### src/rtl/sdr_pkg.sv
// Shared receiver definitions: PWM scale helpers, signed saturation and the audio FSM encoding.
package sdr_pkg;

    typedef enum logic {
        StRamp = 1'b0,
        StRun  = 1'b1
    } pwm_state_e;

    function automatic int unsigned pwm_max(input int unsigned bits);
        return (32'd1 << bits) - 32'd1;
    endfunction

    function automatic int unsigned pwm_mid(input int unsigned bits);
        return 32'd1 << (bits - 32'd1);
    endfunction

    // Clamp a signed value into the two's-complement range of 'width' bits.
    function automatic logic signed [31:0] sat_signed(input logic signed [31:0] value,
                                                      input int unsigned        width);
        logic signed [31:0] hi;
        logic signed [31:0] lo;
        hi = (32'sd1 <<< (width - 32'd1)) - 32'sd1;
        lo = -(32'sd1 <<< (width - 32'd1));
        if (value > hi) begin
            return hi;
        end else if (value < lo) begin
            return lo;
        end
        return value;
    endfunction

endpackage

### src/rtl/audio_gain_sat.sv
// Shift-based volume gain with saturation to a signed PWM_BITS-wide sample.
module audio_gain_sat
    import sdr_pkg::*;
#(
    parameter int unsigned PWM_BITS = 8
) (
    input  logic signed [8:0]          ac,
    input  logic        [2:0]          volume,
    output logic signed [PWM_BITS-1:0] sat
);

    logic signed [15:0] ac_ext;
    logic signed [15:0] shifted;
    logic signed [31:0] clamped;

    // Shift at full 16-bit width so no gain setting can wrap before the clamp.
    always_comb begin
        ac_ext  = {{7{ac[8]}}, ac};
        shifted = ac_ext <<< volume;
        clamped = sat_signed({{16{shifted[15]}}, shifted}, PWM_BITS);
    end

    assign sat = PWM_BITS'(clamped);

endmodule

### src/rtl/audio_pwm_out.sv
// Audio output stage: per-period envelope sampling, DC removal, volume gain and PWM drive
// with a soft-start ramp and mute.
module audio_pwm_out
    import sdr_pkg::*;
#(
    parameter int unsigned PWM_BITS  = 8,
    parameter int unsigned DC_SHIFT  = 8,
    parameter int unsigned RAMP_STEP = 16
) (
    input  logic              clk,
    input  logic              RSTb,
    input  logic signed [7:0] env_in,
    input  logic        [2:0] volume,
    input  logic              mute,
    output logic              pwm_out,
    output logic              sample_strobe
);

    localparam int unsigned AccW = 8 + DC_SHIFT + 1;
    localparam logic [PWM_BITS-1:0] CntMax  = PWM_BITS'(pwm_max(PWM_BITS));
    localparam logic [PWM_BITS-1:0] CntCap  = PWM_BITS'(pwm_max(PWM_BITS) - 32'd3);
    localparam logic [PWM_BITS-1:0] CntAc   = PWM_BITS'(pwm_max(PWM_BITS) - 32'd2);
    localparam logic [PWM_BITS-1:0] CntSat  = PWM_BITS'(pwm_max(PWM_BITS) - 32'd1);
    localparam logic [PWM_BITS-1:0] MidVal  = PWM_BITS'(pwm_mid(PWM_BITS));
    localparam logic [PWM_BITS-1:0] StepVal = PWM_BITS'(RAMP_STEP);

    logic        [PWM_BITS-1:0] cnt_q;
    logic        [PWM_BITS-1:0] duty_q;
    logic        [PWM_BITS-1:0] duty_next;
    logic        [PWM_BITS-1:0] ramp_q;
    logic        [PWM_BITS-1:0] ramp_d;
    pwm_state_e                 state_q;
    pwm_state_e                 state_d;
    logic signed [7:0]          s0_q;
    logic signed [8:0]          ac_q;
    logic signed [8:0]          ac_d;
    logic signed [PWM_BITS-1:0] sat_q;
    logic signed [PWM_BITS-1:0] sat_c;
    logic signed [AccW-1:0]     dc_acc_q;
    logic signed [AccW-1:0]     dc_acc_d;
    logic signed [AccW-1:0]     dc_int;
    logic signed [AccW-1:0]     s0_ext;
    logic                       pwm_q;
    logic                       strobe_q;
    logic                       wrap;

    audio_gain_sat #(
        .PWM_BITS (PWM_BITS)
    ) u_gain_sat (
        .ac     (ac_q),
        .volume (volume),
        .sat    (sat_c)
    );

    // DC tracker: ac uses the average from before this period's update.
    always_comb begin
        dc_int   = dc_acc_q >>> DC_SHIFT;
        s0_ext   = {{(AccW - 8){s0_q[7]}}, s0_q};
        dc_acc_d = dc_acc_q + s0_ext - dc_int;
        ac_d     = {s0_q[7], s0_q} - dc_int[8:0];
    end

    always_comb begin
        wrap      = (cnt_q == CntMax);
        duty_next = '0;
        state_d   = state_q;
        ramp_d    = ramp_q;
        unique case (state_q)
            StRamp:  duty_next = ramp_q;
            StRun:   duty_next = mute ? MidVal : {~sat_q[PWM_BITS-1], sat_q[PWM_BITS-2:0]};
            default: duty_next = '0;
        endcase
        if (wrap && state_q == StRamp) begin
            if (ramp_q == MidVal) begin
                state_d = StRun;
            end else begin
                ramp_d = ramp_q + StepVal;
            end
        end
    end

    always_ff @(posedge clk) begin
        if (!RSTb) begin
            state_q <= StRamp;
            ramp_q  <= '0;
        end else begin
            state_q <= state_d;
            ramp_q  <= ramp_d;
        end
    end

    always_ff @(posedge clk) begin
        if (!RSTb) begin
            cnt_q    <= '0;
            duty_q   <= '0;
            s0_q     <= '0;
            ac_q     <= '0;
            sat_q    <= '0;
            dc_acc_q <= '0;
            pwm_q    <= 1'b0;
            strobe_q <= 1'b0;
        end else begin
            cnt_q    <= cnt_q + PWM_BITS'(1);
            pwm_q    <= (cnt_q < duty_q);
            strobe_q <= wrap;
            if (cnt_q == CntCap) begin
                s0_q <= env_in;
            end
            if (cnt_q == CntAc) begin
                ac_q     <= ac_d;
                dc_acc_q <= dc_acc_d;
            end
            if (cnt_q == CntSat) begin
                sat_q <= sat_c;
            end
            if (wrap) begin
                duty_q <= duty_next;
            end
        end
    end

    assign pwm_out       = pwm_q;
    assign sample_strobe = strobe_q;

endmodule

### config.mk
export PLATFORM = sky130hd
export DESIGN_NAME = audio_pwm_out
export DESIGN_NICKNAME = d
export VERILOG_FILES = /design/src/rtl/sdr_pkg.sv /design/src/rtl/audio_gain_sat.sv /design/src/rtl/audio_pwm_out.sv
export SDC_FILE = /design/constraint.sdc
export NUM_CORES = 1
export LEC_CHECK = 0
export CAP_MARGIN = 5
export CORE_AREA = 2 2 92 94
export CTS_CLUSTER_SIZE = 14
export DETAILED_ROUTE_END_ITERATION = 6
export DIE_AREA = 0 0 94 96
export PLACE_DENSITY_LB_ADDON = 0.1
export SLEW_MARGIN = 20
export SYNTH_ARGS = -nofsm -noshare
export SYNTH_HDL_FRONTEND = slang
export SYNTH_HIERARCHICAL = 1
export SYNTH_SLANG_ARGS = --single-unit
### constraint.sdc
create_clock -name clk -period 3.8 [get_ports clk]
set_clock_uncertainty 0.15 [all_clocks]
set_input_delay 0.57 -clock clk [delete_from_list [all_inputs] [get_ports clk]]
set_output_delay 0.57 -clock clk [all_outputs]
set_load 0.02 [all_outputs]
==> impl_metrics.toml, run 1 <==
[outcome]
status = "finished, final reports clean"

[clock_network]
cts.sinks = 65
post_cts_buffers = 0
cts_buffer_depth = 2
clockRootBuffer = "clkbuf_8"
cts_buffers = 9
cts_resized = 0
cts_tree = "yes"
cts_htree_levels = 3
clock_latency_ns = 0.35
cts_hold_buf = 0
clk_pin_slew_ns = 0.08

[die]
die_y_um = 96
num_rows = 33
io_pins = 16
core_mm2 = 0.00805
start_util_pct = 58.6
dieWidth_um = 94
fp.dieArea_mm2 = 0.00902

[drt]
dr_wl_met2_mm = 5.64
vias = 4213
highest_layer = "met4"
wl_met3_um = 426
drc_errors = 0
drt_iter0_drc = 152
vias_per_cell = 5.81
wl_per_cell_um = 15.4
wirelength_met1_mm = 4.92
drtPass1Iterations = 5
routed_wl_mm = 11.2
final_antenna_net_count = 0

[logic_synthesis]
yosysTopAreaCellShare_pct = 27.6
synth_nets = 680
yosys.area.top_type = "dfxtp_1"
ys_warn_count = 6
synth_common_cells = "77 x inv_1, 69 x nand2_1, 65 x dfxtp_1"
syn_area_mm2 = 0.00471
async_flop_share_pct = 0
synth.most_common_cell = "inv_1"
synth.area.top_cells = "dfxtp_1 28%, ha_1 10%, fa_1 7.2%"
synth_edf_count = 0
synthCells = 610
ys_ff_latch = 65
avgSynthCellArea_um2 = 7.73
seq_area_frac_synth_pct = 27.6
ys_types = 53
synth-main-ff-cell = "dfxtp_1"

[sta]
setup_viol = 0
final_max_slew_viol_count = 0
min_period_ns = 3.47
hold_viol_final = 0
min_period_over_period_pct = 91.3
fin_hold_ws_ns = 0.307
tightest_slew_ns = 0.832
rsz0062_at_grt = "no"
slew_headroom_pct = 44.4
clock.fmax_ghz = 0.288
tns_ns = 0
worst_slack_ns = 0.331

[cells_and_area]
design_area_mm2 = 0.00514
seqCellArea_mm2 = 0.00130
filler_cell_count = 758
fin_nets = 685
antenna_cells = 0
layout-drive-gt1-share_pct = 5.32
multi_input_area_mm2 = 0.00299
syn_to_final_growth_pct = 9.02

[worst_setup_path]
cp-start-kind = "flop"
rr_worst_depth = 10
r2r-end = "dc_acc_q[16]"
critPathRequiredTime_ns = 3.94
critPathCaptureType = "flop"
worstPathMaxFanout = 4
cp.arrival_ns = 3.61
rrSetupSlack_ns = 0.33
worstSetupStartpoint = "s0_q[1]"
worstSetupEndpoint = "dc_acc_q[16]"
worst-setup-path-type = "reg2reg"
r2r_start = "s0_q[1]"

[grt]
grt_antenna_before_repair = 0
grt.overflow.total = 0
grt_pass1_wl_mm = 18.3
grt_max_degree = 30
grt_use_total_pct = 26.2
grt_pass1_vias = 3858

[place]
numPortBuffers = 15
placed_cell_area_mm2 = 0.00494
hpwl_mm = 8.42
gp_congestion = 1.04
pre_cts_ws_ns = 0.364

[flow_run]
cap_violations = 0

[worst_hold_path]
hp-class = "reg2reg"
holdCritStartpoint = "dc_acc_q[3]"

[pwr]
peakVddDrop_mv = 0.132
leakage_nw = 2.03
powerDensity_mw_per_mm2 = 270
-- layout by cell type (no fill, tap or decap), types with 8 or more instances in the layout --
cell,count
buf_4,10
nand2_1,69
fa_1,17
xnor2_1,8
nand3_1,40
a21o_1,12
inv_1,76
a21oi_1,55
or3_1,9
xor2_1,9
a211oi_1,11
clkbuf_8,9
o21ai_0,27
clkdlybuf4s50_1,15
nor2_1,33
ha_1,39
nor3_1,9
dfxtp_1,65
-- metrics by stage --
stage	util (%)	power [mW]	std cells
finish	63.8	1.39	725
global route	63.8	1.45	725
CTS	63.8	1.40	725
detailed placement	61.3	0.793	709
global placement	61.3	0.792	709
floorplan	-	0.761	610
-- sequential cells by signal, indices dropped and copies added, names as in the netlist --
name and count:
state_q 1, cnt_q 8, s0_q 8, sat_q 8, sample_strobe 1, duty_q 8
ramp_q 4, pwm_out 1, ac_q 9, dc_acc_q 17
-- power by group --
part	switching, mW	total (mW)	internal (mW)
combinational	0.0514	0.0895	0.0382
sequential	0.00424	0.688	0.684
clock	0.304	0.612	0.309
total	0.359	1.39	1.03
-- final cells by class --
class | instances | share of cell area [%]
Multi-Input combinational cell | 437 | 58.2
Sequential cell | 65 | 25.3
Inverter | 77 | 5.62
Timing Repair Buffer | 25 | 4.38
Tap cell | 105 | 2.56
Clock buffer | 9 | 2.41
Clock inverter | 7 | 1.51
-- critical path, cell delays in order, from the launching register on --
cell and delay [ns]:
dfxtp_1 0.36, inv_1 0.10, fa_1 0.54, inv_1 0.07
fa_1 0.46, a21o_1 0.22, a311oi_1 0.56, or4_1 0.24
a31oi_1 0.09, or4_1 0.47, a21oi_1 0.15
-- cells by family after synthesis --
logic type	Yosys count	synth area share, %
xor+xnor	17	3.16
flops	65	27.6
buf+inv	108	8.94
mux	7	1.49
compound gates	158	20.9
fa+ha+maj	56	17.6
simple gates	199	20.3
-- how the worst min path moves through the flow --
stage / to / slack [ns] / cells after the start
after floorplan: dc_acc_q[3] / 0.28 / 2
after global placement: dc_acc_q[5] / 0.29 / 2
after detailed placement: dc_acc_q[3] / 0.30 / 2
after CTS: dc_acc_q[3] / 0.31 / 2
after global routing: duty_q[7] / 0.34 / 2
final: dc_acc_q[3] / 0.31 / 2
-- per-layer routing --
layer  vias up  GRT usage [%]
li1       2127              -
met1      1977           32.0
met2        97           47.6
met3        12           3.13
met4         0           9.66
met5         -              0
Note: power is estimated with default switching activity, not from simulation.
==> inputs of run 2 (changes only) <==
--- a/config.mk
+++ b/config.mk
@@ -11,6 +11,7 @@
 export DETAILED_ROUTE_END_ITERATION = 6
 export DIE_AREA = 0 0 94 96
 export PLACE_DENSITY_LB_ADDON = 0.1
+export REMOVE_ABC_BUFFERS = 1
 export SLEW_MARGIN = 20
 export SYNTH_ARGS = -nofsm -noshare
 export SYNTH_HDL_FRONTEND = slang
==> run 2 against run 1 <==
Global-route usage up 0.88 points; wire length up 2.1%; utilization up 0.093 points; sequential share of layout area about the same; die area unchanged; hold slack worse by 0.0032 ns; clock power down 1%; design area up 0.15%; flip-flop and latch count unchanged; combinational power down 0.6%; clock-buffer cell count unchanged; largest cell class unchanged.
==> impl_metrics.toml, run 2 (synthesized netlist as in run 1, its figures left out) <==
[sta]
min_period_ns = 3.54
setup_viol = 0
fin_hold_ws_ns = 0.303
clock.fmax_ghz = 0.283
min_period_over_period_pct = 93.1
final_max_slew_viol_count = 0
hold_viol_final = 0
slew_headroom_pct = 55.9
tightest_slew_ns = 0.661
tns_ns = 0
rsz0062_at_grt = "no"

[cells_and_area]
antenna_cells = 0
filler_cell_count = 710
layout-drive-gt1-share_pct = 5.48
top_register = "dc_acc_q"
layout_commonest_cell = "inv_1"
fin_nets = 686
postLayoutCoreUtil_pct = 63.9
design_area_mm2 = 0.00515
syn_to_final_growth_pct = 9.18
reg_top3 = "dc_acc_q x17, ac_q x9"
largest_reg_flops = 17
stdcell_count = 726
final_cell_mix = "76 x inv_1, 69 x nand2_1, 65 x dfxtp_1, 55 x a21oi_1, 40 x nand3_1"

[pwr]
leakage_nw = 2.03
p_switching_mw = 0.352
internal_power_mw = 1.03
swShare_pct = 25.5
pwr-share-comb_pct = 6.4
pwr-share-clk_pct = 43.8
powerDensity_mw_per_mm2 = 268
seqPwrFrac_pct = 49.8
peakVddDrop_mv = 0.159

[grt]
grt_pass1_wl_mm = 19.1
grt_max_degree = 29
grt_antenna_before_repair = 0
grt_use_total_pct = 27.1
grt.overflow.total = 0
grt_pass1_vias = 4149

[clock_network]
post_cts_buffers = 0
clk_pin_slew_ns = 0.08
cts_hold_buf = 0
clockRootBuffer = "clkbuf_8"
cts_buffer_depth = 2
clock_latency_ns = 0.35
cts_tree = "yes"
cts_buffers = 9
cts_resized = 0
cts.sinks = 65
cts_htree_levels = 3

[worst_hold_path]
whs_endpoint = "dc_acc_q[3]"
hp-class = "reg2reg"
whs_path_depth = 2
holdCritStartpoint = "dc_acc_q[3]"

[die]
num_rows = 33
core_mm2 = 0.00805
dieWidth_um = 94
die_y_um = 96
io_pins = 16
fp.dieArea_mm2 = 0.00902
start_util_pct = 58.6

[worst_setup_path]
worstPathMaxFanout = 9
r2r-end = "dc_acc_q[16]"
critPathCaptureType = "flop"
critPathRequiredTime_ns = 3.92
crit_chain = "inv_1 -> fa_1 -> inv_1 -> ha_1 -> nand2_1 -> o21ai_0 -> a21oi_1 -> and4_4 -> or4_1 -> a21oi_1"
rr_worst_depth = 10
cp.arrival_ns = 3.66
r2r_start = "s0_q[7]"
slowest_stage = "fa_1"
worst-setup-path-type = "reg2reg"
critical-path-top-delay-family = "adder cells"
slowest_delay_ns = 0.64
cp-start-kind = "flop"
rrSetupSlack_ns = 0.26
path_buf_inv = 2

[place]
dp.cells = 710
placed_cell_area_mm2 = 0.00495
numPortBuffers = 15
gp_congestion = 0.990
hpwl_mm = 8.76

[drt]
final_antenna_net_count = 0
wl_per_cell_um = 15.7
drc_errors = 0
drt_iter0_drc = 191
vias_per_cell = 5.87
vias = 4265
drtPass1Iterations = 5
routed_wl_mm = 11.4

[outcome]
status = "finished, final reports clean"

[flow_run]
cap_violations = 0
## run 2: tightest hold or removal path: stages (launching register included)
cell and delay (ns):
dfxtp_1 0.31, nand2_1 0.05, a21oi_1 0.05
## run 2: layout make-up
cell class / instances / area [um^2] / share of cell area (%)
Inverter: 77 / 289 / 5.61
Clock inverter: 7 / 77.6 / 1.51
Tap cell: 105 / 131 / 2.55
Clock buffer: 9 / 124 / 2.41
Sequential cell: 65 / 1300 / 25.3
Timing Repair Buffer: 26 / 233 / 4.52
Multi-Input combinational cell: 437 / 2990 / 58.1
## run 2: per-stage QoR
step / total power [mW] / setup WS, ns
finish: 1.38 / 0.263
global route: 1.43 / 0.0743
CTS: 1.39 / 0.295
detailed placement: 0.792 / 0.311
global placement: 0.791 / 0.388
floorplan: 0.749 / 0.614
## run 2: power by group through the flow
stage / Sequential, mW / Clock, mW / Combinational, mW
floorplan: 0.705 / 0 / 0.0439
global placement: 0.704 / 0 / 0.0869
detailed placement: 0.704 / 0 / 0.0876
CTS: 0.688 / 0.615 / 0.0883
global route: 0.689 / 0.642 / 0.0974
finish: 0.688 / 0.605 / 0.0890
## run 2: worst max-delay path by stage
stage                  from           end  depth (start not counted)
CTS                 s0_q[1]  dc_acc_q[16]                         10
finish              s0_q[7]  dc_acc_q[16]                         10
global placement    s0_q[1]  dc_acc_q[16]                         10
detailed placement  s0_q[1]  dc_acc_q[16]                         10
global route        s0_q[1]  dc_acc_q[12]                         10
floorplan           s0_q[7]  dc_acc_q[16]                         10
## run 2: per-layer routing
layer	track usage (%)	vias to the layer above	share of wire, %
met3	3.45	24	3.3
met2	49.4	100	51
li1	-	2128	-
met5	0	-	0
met1	32.2	2013	43
met4	11.5	0	3.1
==> inputs of run 3 (changes only) <==
--- a/config.mk
+++ b/config.mk
@@ -6,14 +6,13 @@
 export NUM_CORES = 1
 export LEC_CHECK = 0
 export CAP_MARGIN = 5
-export CORE_AREA = 2 2 92 94
+export CORE_AREA = 2 2 93 95
 export CTS_CLUSTER_SIZE = 14
 export DETAILED_ROUTE_END_ITERATION = 6
-export DIE_AREA = 0 0 94 96
+export DIE_AREA = 0 0 95 97
 export PLACE_DENSITY_LB_ADDON = 0.1
 export REMOVE_ABC_BUFFERS = 1
 export SLEW_MARGIN = 20
 export SYNTH_ARGS = -nofsm -noshare
 export SYNTH_HDL_FRONTEND = slang
-export SYNTH_HIERARCHICAL = 1
 export SYNTH_SLANG_ARGS = --single-unit
==> run 3 against run 2 <==
Via count fell by 6.6%; global-route usage fell by 1.9 points; worst setup slack improved by 0.17 ns; clock power rose by 19%; combinational power fell by 17%; synthesized cell count fell by 6.2%; largest cell class unchanged.
==> impl_metrics.toml, run 3 <==
[outcome]
status = "finished, final reports clean"

[pwr]
powerDensity_mw_per_mm2 = 284
peakVddDrop_mv = 0.191
internal_power_mw = 1.15
swShare_pct = 22.2
pwr-share-comb_pct = 5.0
p_switching_mw = 0.329
seqPwrFrac_pct = 46.5
pwr-share-clk_pct = 48.5
leakage_nw = 2.21
finalPower_mw = 1.48

[die]
io_pins = 16
fp.dieArea_mm2 = 0.00922
die_y_um = 97
num_rows = 33
dieWidth_um = 95
start_util_pct = 58.5
core_mm2 = 0.00813

[clock_network]
clk_pin_slew_ns = 0.08
post_cts_buffers = 0
cts_htree_levels = 3
cts_buffer_depth = 2
cts.sinks = 65
cts_tree = "yes"
cts_hold_buf = 0
clockRootBuffer = "clkbuf_8"
clock_latency_ns = 0.35
cts_buffers = 9
cts_resized = 0

[worst_setup_path]
slowest_stage = "fa_1"
critPathRequiredTime_ns = 3.92
cp-start-kind = "flop"
critPathCaptureType = "flop"
cp.arrival_ns = 3.49
crit_chain = "inv_1 -> fa_1 -> inv_1 -> ha_1 -> o21a_1 -> o211ai_1 -> a211oi_1 -> nor4_2 -> o31a_1 -> nor3b_1"
slowest_delay_ns = 0.63
path_common_cell = "inv_1"
worstPathMaxFanout = 9
worst-setup-path-type = "reg2reg"

[drt]
routed_wl_mm = 10.6
vias = 3985
drtPass1Iterations = 4
drt_iter0_drc = 154
wl_per_cell_um = 15.4
vias_per_cell = 5.77
final_antenna_net_count = 0
drc_errors = 0

[grt]
grt_use_total_pct = 25.2
grt_pass1_vias = 4009
grt_antenna_before_repair = 0
grt_pass1_wl_mm = 18.5
grt.overflow.total = 0
grt_max_degree = 43

[logic_synthesis]
synthCells = 572
synth_edf_count = 0
seq_area_frac_synth_pct = 27.4
synth.most_common_cell = "inv_1"
yosys.area.top_type = "dfxtp_1"
avgSynthCellArea_um2 = 8.31
synth-main-ff-cell = "dfxtp_1"
synth_common_cells = "74 x inv_1, 65 x dfxtp_1, 65 x nand2_1"
ys_types = 61
synth.area.top_cells = "dfxtp_1 27%, ha_1 10%, fa_1 7.2%"
ys_warn_count = 0
async_flop_share_pct = 0
syn_area_mm2 = 0.00475
yosysTopAreaCellShare_pct = 27.4
ys_ff_latch = 65

[sta]
min_period_over_period_pct = 88.5
worst_slack_ns = 0.436
setup_viol = 0
final_max_slew_viol_count = 0
hold_viol_final = 0
tns_ns = 0
rsz0062_at_grt = "no"
min_period_ns = 3.36
tightest_slew_ns = 0.694
clock.fmax_ghz = 0.297
slew_headroom_pct = 53.7

[cells_and_area]
seqCellArea_mm2 = 0.00130
layout_commonest_cell = "inv_1"
multi_input_area_mm2 = 0.00308
layout-drive-gt1-share_pct = 5.63
antenna_cells = 0
final_cell_mix = "74 x inv_1, 65 x nand2_1, 65 x dfxtp_1, 39 x ha_1, 32 x o21ai_0"
reg_top3 = "dc_acc_q x17, ac_q x9"
largest_reg_flops = 17
fin_nets = 651
syn_to_final_growth_pct = 9.84
top_register = "dc_acc_q"
filler_cell_count = 699

[place]
hpwl_mm = 7.91
numPortBuffers = 15
pre_cts_ws_ns = 0.428
gp_congestion = 0.887

[flow_run]
cap_violations = 0

[worst_hold_path]
hp-class = "reg2reg"
==> run 3: cell types whose count changed after synthesis, sizes merged, moves of 11 or more <==
cell	previous run	this run
a21boi	0	20
a21oi	56	19
and2	6	19
nor2	33	11
o211a	0	11
nand3	40	29
==> run 3: metrics by stage <==
| stage | std cells | util, % | cell area (um^2) | hold WS [ns] |
|---|---|---|---|---|
| 2_1_floorplan | 549 | - | 4660 | 0.291 |
| 3_3_place_gp | 675 | 61.2 | 4980 | 0.303 |
| 3_5_place_dp | 675 | 61.2 | 4980 | 0.308 |
| 4_1_cts | 691 | 64.2 | 5220 | 0.317 |
| 5_1_grt | 691 | 64.2 | 5220 | 0.347 |
| 6_report | 691 | 64.2 | 5220 | 0.314 |
==> run 3: critical path: cells and delay by family, from the launching register on <==
kind	cells	cell delay (ns)
AO/OA/AOI/OAI	4	1.13
buffers and inverters	2	0.35
flip-flops	1	0.40
adder cells (fa/ha/maj)	2	0.98
AND/OR/NAND/NOR	2	0.29
==> run 3: logic make-up (layout without fill, tap and decap cells) <==
| kind of cell | Yosys count | count (layout) | share of synthesized area (%) |
|---|---|---|---|
| muxes | 14 | 14 | 3.76 |
| and+or+nand+nor | 179 | 179 | 19.6 |
| buffers and inverters | 98 | 112 | 7.95 |
| DFF | 65 | 65 | 27.4 |
| adders and majority gates | 56 | 56 | 17.4 |
| xor gates and xnor gates | 23 | 23 | 4.24 |
| AOI/OAI and AO/OA | 137 | 137 | 19.7 |
==> run 3: worst paths after layout <==
| kind | startpoint | to | slack [ns] | cells past startpoint |
|---|---|---|---|---|
| hold reg to reg | duty_q[3] | duty_q[3] | 0.31 | 2 |
| setup reg to reg | s0_q[7] | dc_acc_q[16] | 0.44 | 10 |
| setup / recovery | s0_q[7] | dc_acc_q[16] | 0.44 | 10 |
| hold / removal | duty_q[3] | duty_q[3] | 0.31 | 2 |
==> run 3: metal layers <==
metal,GRT usage [%],vias to the layer above,share of wire [%]
li1,-,1987,-
met1,31.4,1902,43
met2,43.7,79,52
met3,4.83,17,3.9
met4,7.25,0,1.7
met5,0,-,0
==> run 3: cell type report <==
cell class                 instances  share of cell area, %
multi-input combinational        409                   58.9
sequential                        65                   24.9
inverter                          75                   5.39
timing repair buffer              21                   3.64
tap                              105                   2.52
clock buffer                       9                   2.37
clock inverter                     7                   2.28
==> run 3: power groups by stage <==
stage               logic, mW  registers [mW]  clock network (mW)
floorplan              0.0326           0.705                   0
global placement       0.0733           0.706                   0
detailed placement     0.0741           0.706                   0
CTS                    0.0743           0.690               0.727
global route           0.0820           0.690               0.764
finish                 0.0742           0.690               0.720
